<file path="src/rtl/fma_scheduler_if.sv">
// fma_scheduler_if: bundle of requester-side and FMA-side signals around the
// shared FMA scheduler.
//   master : the scheduler (accepts requests, issues to the FMA, responds)
//   slave  : the attached environment (requesters and the FMA instance)
// Requester operands are packed, slice i belonging to requester i.
interface fma_scheduler_if #(
  parameter int unsigned NREQ = 4,
  parameter int unsigned FP   = 32
);
  localparam int unsigned GBITS = $clog2(NREQ);

  // requester side
  logic [NREQ-1:0]    req_valid_in;
  logic [NREQ*FP-1:0] req_a_in;
  logic [NREQ*FP-1:0] req_b_in;
  logic [NREQ*FP-1:0] req_c_in;
  logic [NREQ-1:0]    req_ready_out;
  logic [NREQ-1:0]    resp_valid_out;
  logic [FP-1:0]      resp_data_out;
  logic               resp_overflow_out;
  logic               resp_underflow_out;
  logic               resp_error_out;
  logic [GBITS-1:0]   grant_out;

  // FMA side
  logic               fma_req_out;
  logic [FP-1:0]      fma_a_out;
  logic [FP-1:0]      fma_b_out;
  logic [FP-1:0]      fma_c_out;
  logic               fma_busy_in;
  logic               fma_ready_answer_in;
  logic [FP-1:0]      fma_answer_in;
  logic               fma_overflow_in;
  logic               fma_underflow_in;

  modport master (
    input  req_valid_in, req_a_in, req_b_in, req_c_in,
    output req_ready_out, resp_valid_out, resp_data_out,
    output resp_overflow_out, resp_underflow_out, resp_error_out, grant_out,
    output fma_req_out, fma_a_out, fma_b_out, fma_c_out,
    input  fma_busy_in, fma_ready_answer_in, fma_answer_in,
    input  fma_overflow_in, fma_underflow_in
  );

  modport slave (
    output req_valid_in, req_a_in, req_b_in, req_c_in,
    input  req_ready_out, resp_valid_out, resp_data_out,
    input  resp_overflow_out, resp_underflow_out, resp_error_out, grant_out,
    input  fma_req_out, fma_a_out, fma_b_out, fma_c_out,
    output fma_busy_in, fma_ready_answer_in, fma_answer_in,
    output fma_overflow_in, fma_underflow_in
  );
endinterface

</file>
<file path="src/rtl/fma_scheduler.sv">
// fma_scheduler: shares one FMA unit (a*b+c) between NREQ requesters.
// Round-robin grant, one operation in flight, watchdog error response if the
// FMA does not answer within TIMEOUT cycles of ISSUE+WAIT.
// Ports:
//   clk  - clock, all logic on posedge
//   rst  - asynchronous active-high reset
//   bus  - fma_scheduler_if.master: requester valid/operands in, one-hot
//          ready/response pulses, result and flags out, grant index, and the
//          FMA issue/answer handshake. All outputs are registered.
module fma_scheduler #(
  parameter int unsigned NREQ    = 4,
  parameter int unsigned FP      = 32,
  parameter int unsigned TIMEOUT = 64
) (
  input logic             clk,
  input logic             rst,
  fma_scheduler_if.master bus
);

  localparam int unsigned GBITS = $clog2(NREQ);
  localparam int unsigned WDW   = $clog2(TIMEOUT);
  localparam logic [WDW-1:0]   WD_LAST  = WDW'(TIMEOUT - 1);
  localparam logic [GBITS-1:0] PTR_INIT = GBITS'(NREQ - 1);

  typedef enum logic [1:0] {
    IDLE    = 2'd0,
    ISSUE   = 2'd1,
    WAIT    = 2'd2,
    RESPOND = 2'd3
  } state_t;

  state_t           state_q, state_d;
  logic [GBITS-1:0] ptr_q, ptr_d;
  logic [GBITS-1:0] grant_q, grant_d;
  logic [WDW-1:0]   wd_q, wd_d;
  logic [FP-1:0]    a_q, a_d;
  logic [FP-1:0]    b_q, b_d;
  logic [FP-1:0]    c_q, c_d;
  logic [NREQ-1:0]  req_ready_q, req_ready_d;
  logic [NREQ-1:0]  resp_valid_q, resp_valid_d;
  logic [FP-1:0]    resp_data_q, resp_data_d;
  logic             ovf_q, ovf_d;
  logic             udf_q, udf_d;
  logic             err_q, err_d;
  logic             fma_req_q, fma_req_d;

  logic             pick_found;
  logic [GBITS-1:0] pick_idx;

  function automatic logic [NREQ-1:0] onehot(input logic [GBITS-1:0] idx);
    logic [NREQ-1:0] v;
    v      = '0;
    v[idx] = 1'b1;
    return v;
  endfunction

  // Round-robin search: first pending requester above ptr, wrapping around.
  always_comb begin : arbiter
    pick_found = 1'b0;
    pick_idx   = '0;
    for (int unsigned off = 1; off <= NREQ; off++) begin
      if (!pick_found &&
          bus.req_valid_in[GBITS'((32'(ptr_q) + off) % NREQ)]) begin
        pick_found = 1'b1;
        pick_idx   = GBITS'((32'(ptr_q) + off) % NREQ);
      end
    end
  end

  // Next-state and next-output logic; outputs are registered from the *_d values.
  always_comb begin : next_logic
    state_d      = state_q;
    ptr_d        = ptr_q;
    grant_d      = grant_q;
    wd_d         = wd_q;
    a_d          = a_q;
    b_d          = b_q;
    c_d          = c_q;
    req_ready_d  = '0;
    resp_valid_d = '0;
    resp_data_d  = '0;
    ovf_d        = 1'b0;
    udf_d        = 1'b0;
    err_d        = 1'b0;
    fma_req_d    = 1'b0;

    case (state_q)
      IDLE: begin
        // Operands are captured here so later requester changes cannot leak in.
        if (pick_found && !bus.fma_busy_in) begin
          grant_d     = pick_idx;
          a_d         = bus.req_a_in[32'(pick_idx) * FP +: FP];
          b_d         = bus.req_b_in[32'(pick_idx) * FP +: FP];
          c_d         = bus.req_c_in[32'(pick_idx) * FP +: FP];
          wd_d        = '0;
          req_ready_d = onehot(pick_idx);
          fma_req_d   = 1'b1;
          state_d     = ISSUE;
        end
      end

      ISSUE: begin
        if (wd_q == WD_LAST) begin
          state_d      = RESPOND;
          resp_valid_d = onehot(grant_q);
          err_d        = 1'b1;
        end else begin
          wd_d = wd_q + WDW'(1);
          if (bus.fma_busy_in) begin
            state_d = WAIT;
          end else begin
            fma_req_d = 1'b1;
          end
        end
      end

      WAIT: begin
        // An answer in the expiry cycle takes priority over the watchdog.
        if (bus.fma_ready_answer_in) begin
          state_d      = RESPOND;
          resp_valid_d = onehot(grant_q);
          resp_data_d  = bus.fma_answer_in;
          ovf_d        = bus.fma_overflow_in;
          udf_d        = bus.fma_underflow_in;
        end else if (wd_q == WD_LAST) begin
          state_d      = RESPOND;
          resp_valid_d = onehot(grant_q);
          err_d        = 1'b1;
        end else begin
          wd_d = wd_q + WDW'(1);
        end
      end

      RESPOND: begin
        ptr_d   = grant_q;
        state_d = IDLE;
      end

      default: begin
        state_d = IDLE;
      end
    endcase
  end

  // State and output registers.
  always_ff @(posedge clk or posedge rst) begin : regs
    if (rst) begin
      state_q      <= IDLE;
      ptr_q        <= PTR_INIT;
      grant_q      <= '0;
      wd_q         <= '0;
      a_q          <= '0;
      b_q          <= '0;
      c_q          <= '0;
      req_ready_q  <= '0;
      resp_valid_q <= '0;
      resp_data_q  <= '0;
      ovf_q        <= 1'b0;
      udf_q        <= 1'b0;
      err_q        <= 1'b0;
      fma_req_q    <= 1'b0;
    end else begin
      state_q      <= state_d;
      ptr_q        <= ptr_d;
      grant_q      <= grant_d;
      wd_q         <= wd_d;
      a_q          <= a_d;
      b_q          <= b_d;
      c_q          <= c_d;
      req_ready_q  <= req_ready_d;
      resp_valid_q <= resp_valid_d;
      resp_data_q  <= resp_data_d;
      ovf_q        <= ovf_d;
      udf_q        <= udf_d;
      err_q        <= err_d;
      fma_req_q    <= fma_req_d;
    end
  end

  assign bus.req_ready_out      = req_ready_q;
  assign bus.resp_valid_out     = resp_valid_q;
  assign bus.resp_data_out      = resp_data_q;
  assign bus.resp_overflow_out  = ovf_q;
  assign bus.resp_underflow_out = udf_q;
  assign bus.resp_error_out     = err_q;
  assign bus.grant_out          = grant_q;
  assign bus.fma_req_out        = fma_req_q;
  assign bus.fma_a_out          = a_q;
  assign bus.fma_b_out          = b_q;
  assign bus.fma_c_out          = c_q;

  // Accept and response pulses never address more than one requester.
  a_ready_onehot : assert property (@(posedge clk) disable iff (rst)
    $onehot0(req_ready_q));
  a_resp_onehot : assert property (@(posedge clk) disable iff (rst)
    $onehot0(resp_valid_q));

endmodule

</file>
<file path="src/flat_wrapper.sv">
// flat-port wrapper written by rule: the top's interface ports become plain ports
module fma_scheduler_flat 
#(
  parameter int unsigned NREQ    = 4,
  parameter int unsigned FP      = 32,
  parameter int unsigned TIMEOUT = 64
)
  (clk, rst, bus_req_valid_in, bus_req_a_in, bus_req_b_in, bus_req_c_in, bus_req_ready_out, bus_resp_valid_out, bus_resp_data_out, bus_resp_overflow_out, bus_resp_underflow_out, bus_resp_error_out, bus_grant_out, bus_fma_req_out, bus_fma_a_out, bus_fma_b_out, bus_fma_c_out, bus_fma_busy_in, bus_fma_ready_answer_in, bus_fma_answer_in, bus_fma_overflow_in, bus_fma_underflow_in);
  fma_scheduler_if #(.NREQ(NREQ), .FP(FP)) bus_i ();
  input logic clk;
  input logic rst;
  input wire logic [$bits(bus_i.req_valid_in)-1:0] bus_req_valid_in;
  input wire logic [$bits(bus_i.req_a_in)-1:0] bus_req_a_in;
  input wire logic [$bits(bus_i.req_b_in)-1:0] bus_req_b_in;
  input wire logic [$bits(bus_i.req_c_in)-1:0] bus_req_c_in;
  output wire logic [$bits(bus_i.req_ready_out)-1:0] bus_req_ready_out;
  output wire logic [$bits(bus_i.resp_valid_out)-1:0] bus_resp_valid_out;
  output wire logic [$bits(bus_i.resp_data_out)-1:0] bus_resp_data_out;
  output wire logic [$bits(bus_i.resp_overflow_out)-1:0] bus_resp_overflow_out;
  output wire logic [$bits(bus_i.resp_underflow_out)-1:0] bus_resp_underflow_out;
  output wire logic [$bits(bus_i.resp_error_out)-1:0] bus_resp_error_out;
  output wire logic [$bits(bus_i.grant_out)-1:0] bus_grant_out;
  output wire logic [$bits(bus_i.fma_req_out)-1:0] bus_fma_req_out;
  output wire logic [$bits(bus_i.fma_a_out)-1:0] bus_fma_a_out;
  output wire logic [$bits(bus_i.fma_b_out)-1:0] bus_fma_b_out;
  output wire logic [$bits(bus_i.fma_c_out)-1:0] bus_fma_c_out;
  input wire logic [$bits(bus_i.fma_busy_in)-1:0] bus_fma_busy_in;
  input wire logic [$bits(bus_i.fma_ready_answer_in)-1:0] bus_fma_ready_answer_in;
  input wire logic [$bits(bus_i.fma_answer_in)-1:0] bus_fma_answer_in;
  input wire logic [$bits(bus_i.fma_overflow_in)-1:0] bus_fma_overflow_in;
  input wire logic [$bits(bus_i.fma_underflow_in)-1:0] bus_fma_underflow_in;
  assign bus_i.req_valid_in = bus_req_valid_in;
  assign bus_i.req_a_in = bus_req_a_in;
  assign bus_i.req_b_in = bus_req_b_in;
  assign bus_i.req_c_in = bus_req_c_in;
  assign bus_req_ready_out = bus_i.req_ready_out;
  assign bus_resp_valid_out = bus_i.resp_valid_out;
  assign bus_resp_data_out = bus_i.resp_data_out;
  assign bus_resp_overflow_out = bus_i.resp_overflow_out;
  assign bus_resp_underflow_out = bus_i.resp_underflow_out;
  assign bus_resp_error_out = bus_i.resp_error_out;
  assign bus_grant_out = bus_i.grant_out;
  assign bus_fma_req_out = bus_i.fma_req_out;
  assign bus_fma_a_out = bus_i.fma_a_out;
  assign bus_fma_b_out = bus_i.fma_b_out;
  assign bus_fma_c_out = bus_i.fma_c_out;
  assign bus_i.fma_busy_in = bus_fma_busy_in;
  assign bus_i.fma_ready_answer_in = bus_fma_ready_answer_in;
  assign bus_i.fma_answer_in = bus_fma_answer_in;
  assign bus_i.fma_overflow_in = bus_fma_overflow_in;
  assign bus_i.fma_underflow_in = bus_fma_underflow_in;
  fma_scheduler #(.NREQ(NREQ), .FP(FP), .TIMEOUT(TIMEOUT)) u_core (.clk(clk), .rst(rst), .bus(bus_i));
endmodule
</file>
<file path="config.mk">
export PLATFORM = sky130hd
export DESIGN_NAME = fma_scheduler_flat
export DESIGN_NICKNAME = d
export VERILOG_FILES = /design/src/rtl/fma_scheduler_if.sv /design/src/rtl/fma_scheduler.sv /design/src/flat_wrapper.sv
export SDC_FILE = /design/constraint.sdc
export NUM_CORES = 1
export LEC_CHECK = 0
export CAP_MARGIN = 20
export CORE_AREA = 2 2 220 222
export CTS_CLUSTER_SIZE = 20
export DETAILED_ROUTE_END_ITERATION = 8
export DIE_AREA = 0 0 222 224
export SYNTH_ARGS = -nofsm -noshare
export SYNTH_HDL_FRONTEND = slang
export SYNTH_SLANG_ARGS = --single-unit
</file>
<file path="constraint.sdc">
create_clock -name clk -period 5.4 [get_ports clk]
set_clock_uncertainty 0.1 [all_clocks]
set_input_delay 0.81 -clock clk [delete_from_list [all_inputs] [get_ports clk]]
set_output_delay 0.81 -clock clk [all_outputs]
set_load 0.005 [all_outputs]
</file>
==> impl_metrics.toml <==
[status]
run_status = "finished clean"

[yosys]
syn_area_mm2 = 0.00824
synthCells = 867
syn_area_per_cell_um2 = 9.50
ys_warn_count = 0
ys_ff_latch = 152
synthDistinctLibCells = 49
synthArstFlopShare = 1.00
synth_nets = 1299
ys_seq_area_frac = 0.462
synth-edff-count = 0
synth_flop_cell = "dfrtp_1"

[global_routing]
grt_use_total = 0.154
grt_pass1_wl_um = 58300
grt_pass1_vias = 9341
antenna_found_initial = 0
grt_max_degree = 93
grt_overflow = 0

[job]
drv_cap = 0

[worst_setup_path]
crit_required_ps = 5620
worstSetupPathType = "in2reg"
worst_setup_path_start_kind = "primary input"
r2r_cells = 5
end_kind = "flop"
reg2reg_slack_ps = 2470
worst_ep_arrival_time_ps = 3790
rr_endpoint = "u_core.bus.fma_c_out[19]$_DFFE_PP0P_"
critPathMaxFanout = 73
timing.rr.start = "u_core.ptr_q[1]$_DFFE_PP1N_"

[worst_hold_path]
whs_path_depth = 2
hp-start = "u_core.wd_q[1]$_DFFE_PP0P_"
hold_end = "u_core.wd_q[1]$_DFFE_PP0P_"
hp-class = "reg2reg"

[placed_design]
placedCellCount = 1966
dp_hpwl_um = 29300
place.gp.congestion = 0.864
port_buffers = 567

[route]
via_per_inst = 4.69
wirelength_um = 39700
route.detailed.drc = 0
ant_nets = 0
dr.pass1.iters = 5
first_iter_violations = 641
wl_per_cell_um = 19.8
vias = 9373

[cts]
clk_pin_slew_worst_paths_ps = 70
ctsResizeCount = 0
cts_buffer_depth = 2
cts_setup_buffers = 0
root_buffer = "clkbuf_16"
htree_levels = 4
tritoncts = "built"
cts_buffers = 17
cts_sinks = 152
clock_latency_ps = 480
holdBufCountCts = 0

[final_layout]
nets = 1804
finalNonFillerCells = 1999
num_antenna_cells = 0
drive_above_1_share = 0.0426
area_delta_synth_final_pct = 82.0

[timing]
setup_viol = 0
finalHoldViolations = 0
clock.fmax_ghz = 0.281
drv_slew = 0
relSlewSlack = 0.232
fin_tns_setup_ps = 0
timing.final.crit_share = 0.659
rsz0062_at_grt = "no"
hold_slack_ps = 427
tightest_slew_ps = 1150
fin_crit_ps = 3560

[die]
rows = 80
dieArea_mm2 = 0.0497
die_w_um = 222
core_area_mm2 = 0.0473
fp.dieH_um = 224
io_pins = 568
initial_core_util = 0.174

[power]
switching_power_uw = 2430
internal_power_uw = 3770
pwr-share-clk = 0.201
switching_share = 0.391
power.leakage_uw = 0.00571
seqPwrFrac = 0.300
combPwrFrac = 0.499
ir_worst_vdd_uv = 227
power.density_mw_per_mm2 = 413
-- critical path: stages --
cell	delay [ps]
clkdlybuf4s50_1	700
and3b_4	280
nor2_1	190
nand2_4	570
a221oi_1	1030
a31oi_1	170
-- worst max path at each step --
stage | slack [ps] | endpoint | start | depth (start not counted)
floorplan | 400 | u_core.bus.fma_a_out[0]$_DFFE_PP0P_ | rst | 1
global placement | 1400 | u_core.bus.fma_c_out[19]$_DFFE_PP0P_ | bus_req_valid_in[3] | 6
detailed placement | 1350 | u_core.bus.fma_c_out[19]$_DFFE_PP0P_ | bus_req_valid_in[3] | 6
global route | 1720 | u_core.bus.fma_c_out[19]$_DFFE_PP0P_ | bus_req_valid_in[3] | 6
CTS | 1880 | u_core.bus.fma_c_out[19]$_DFFE_PP0P_ | bus_req_valid_in[3] | 6
finish | 1840 | u_core.bus.fma_c_out[19]$_DFFE_PP0P_ | bus_req_valid_in[3] | 6
-- cell type report --
cell class,count,area [um^2]
fillers,4845,32400
repair buffers,579,5830
multi-input cells,615,3980
flip-flops and latches,152,3810
well taps,615,769
clock buffers,17,425
clock inverters,14,155
inverters,7,31.3
-- kinds of logic after synthesis --
family	after synthesis	synth area share
and+or+nand+nor	328	0.216
DFF	152	0.462
adders and majority gates	6	0.00911
buffers and inverters	100	0.0582
muxes	26	0.0319
AOI/OAI and AO/OA	255	0.223
-- layer usage --
metal | part of all wire | GRT usage | wire, um | vias to the layer above
li1 | - | - | - | 4324
met1 | 0.41 | 0.186 | 16100 | 4549
met2 | 0.49 | 0.257 | 19600 | 441
met3 | 0.074 | 0.0458 | 2940 | 59
met4 | 0.026 | 0.0636 | 1020 | 0
met5 | 0 | 0 | 0 | -
-- Yosys cell counts, drive strengths merged, types with 2 or more instances --
cell type	count	area, um^2
nand3b	72	541
nor2	111	427
o22ai	23	144
nor2b	4	25.0
o21a	2	15.0
dfstp	2	52.6
mux2i	24	240
nand2	11	41.3
o211ai	2	15.0
nand3	76	380
ha	6	75.1
and3	35	219
a221oi	95	832
a21boi	2	15.0
o21bai	4	30.0
or3	3	18.8
nor4	2	33.8
mux2	2	22.5
buf	51	295
and2	4	25.0
clkbuf	42	158
a21oi	7	35.0
inv	7	26.3
or4	2	15.0
o21ai	36	180
nor3	5	30.0
dfrtp	150	3750
a31oi	73	457
nand2b	2	12.5
a21o	2	15.0
-- registers in the layout, indices dropped and copies added, names as in the netlist --
register and count:
u_core.bus.grant_out 2, u_core.bus.resp_underflow_out 1, u_core.bus.fma_b_out 32, u_core.bus.fma_c_out 32, u_core.wd_q 6, u_core.bus.fma_req_out 1, u_core.state_q 2, u_core.bus.resp_data_out 32
u_core.bus.req_ready_out 4, u_core.bus.resp_error_out 1, u_core.bus.fma_a_out 32, u_core.bus.resp_overflow_out 1, u_core.bus.resp_valid_out 4, u_core.ptr_q 2
-- cells in the final DEF, fill, tap and decap left out, drive strengths merged, types with 2 or more instances in the layout --
| cell type | synthesis | final |
|---|---|---|
| o21ai | 36 | 36 |
| o21bai | 4 | 4 |
| buf | 51 | 12 |
| or3 | 3 | 3 |
| a31oi | 73 | 73 |
| nand2 | 11 | 11 |
| o21a | 2 | 2 |
| nor3 | 5 | 5 |
| nor4 | 2 | 2 |
| clkbuf | 42 | 17 |
| a21o | 2 | 2 |
| ha | 6 | 6 |
| mux2 | 2 | 2 |
| and2 | 4 | 4 |
| or4 | 2 | 2 |
| nand3 | 76 | 76 |
| nand2b | 2 | 2 |
| dfstp | 2 | 2 |
| mux2i | 24 | 24 |
| o211ai | 2 | 2 |
| clkdlybuf4s50 | 0 | 567 |
| inv | 7 | 16 |
| o22ai | 23 | 23 |
| and3 | 35 | 35 |
| a21oi | 7 | 7 |
| nor2 | 111 | 111 |
| clkinv | 0 | 3 |
| a221oi | 95 | 95 |
| nor2b | 4 | 4 |
| a21boi | 2 | 2 |
| dfrtp | 150 | 150 |
| nand3b | 72 | 72 |
-- metrics by stage --
| stage | instance area (um^2) | util | total power (uW) | setup WS (ps) |
|---|---|---|---|---|
| final | 15000 | 0.317 | 6200 | 1840 |
| after detailed placement | 14400 | 0.304 | 4970 | 1350 |
| after floorplan | 8240 | - | 3340 | 400 |
| after global routing | 15000 | 0.317 | 6590 | 1720 |
| after CTS | 15000 | 0.316 | 6250 | 1880 |
| after global placement | 14400 | 0.304 | 4920 | 1400 |
-- power by group through the flow --
stage,Clock (uW),Combinational [uW],Sequential [uW]
after floorplan,0,1520,1820
final,1250,3090,1860
after detailed placement,0,3100,1870
after global routing,1340,3350,1910
after global placement,0,3060,1850
after CTS,1290,3100,1860
(Power assumes the default switching activity.)
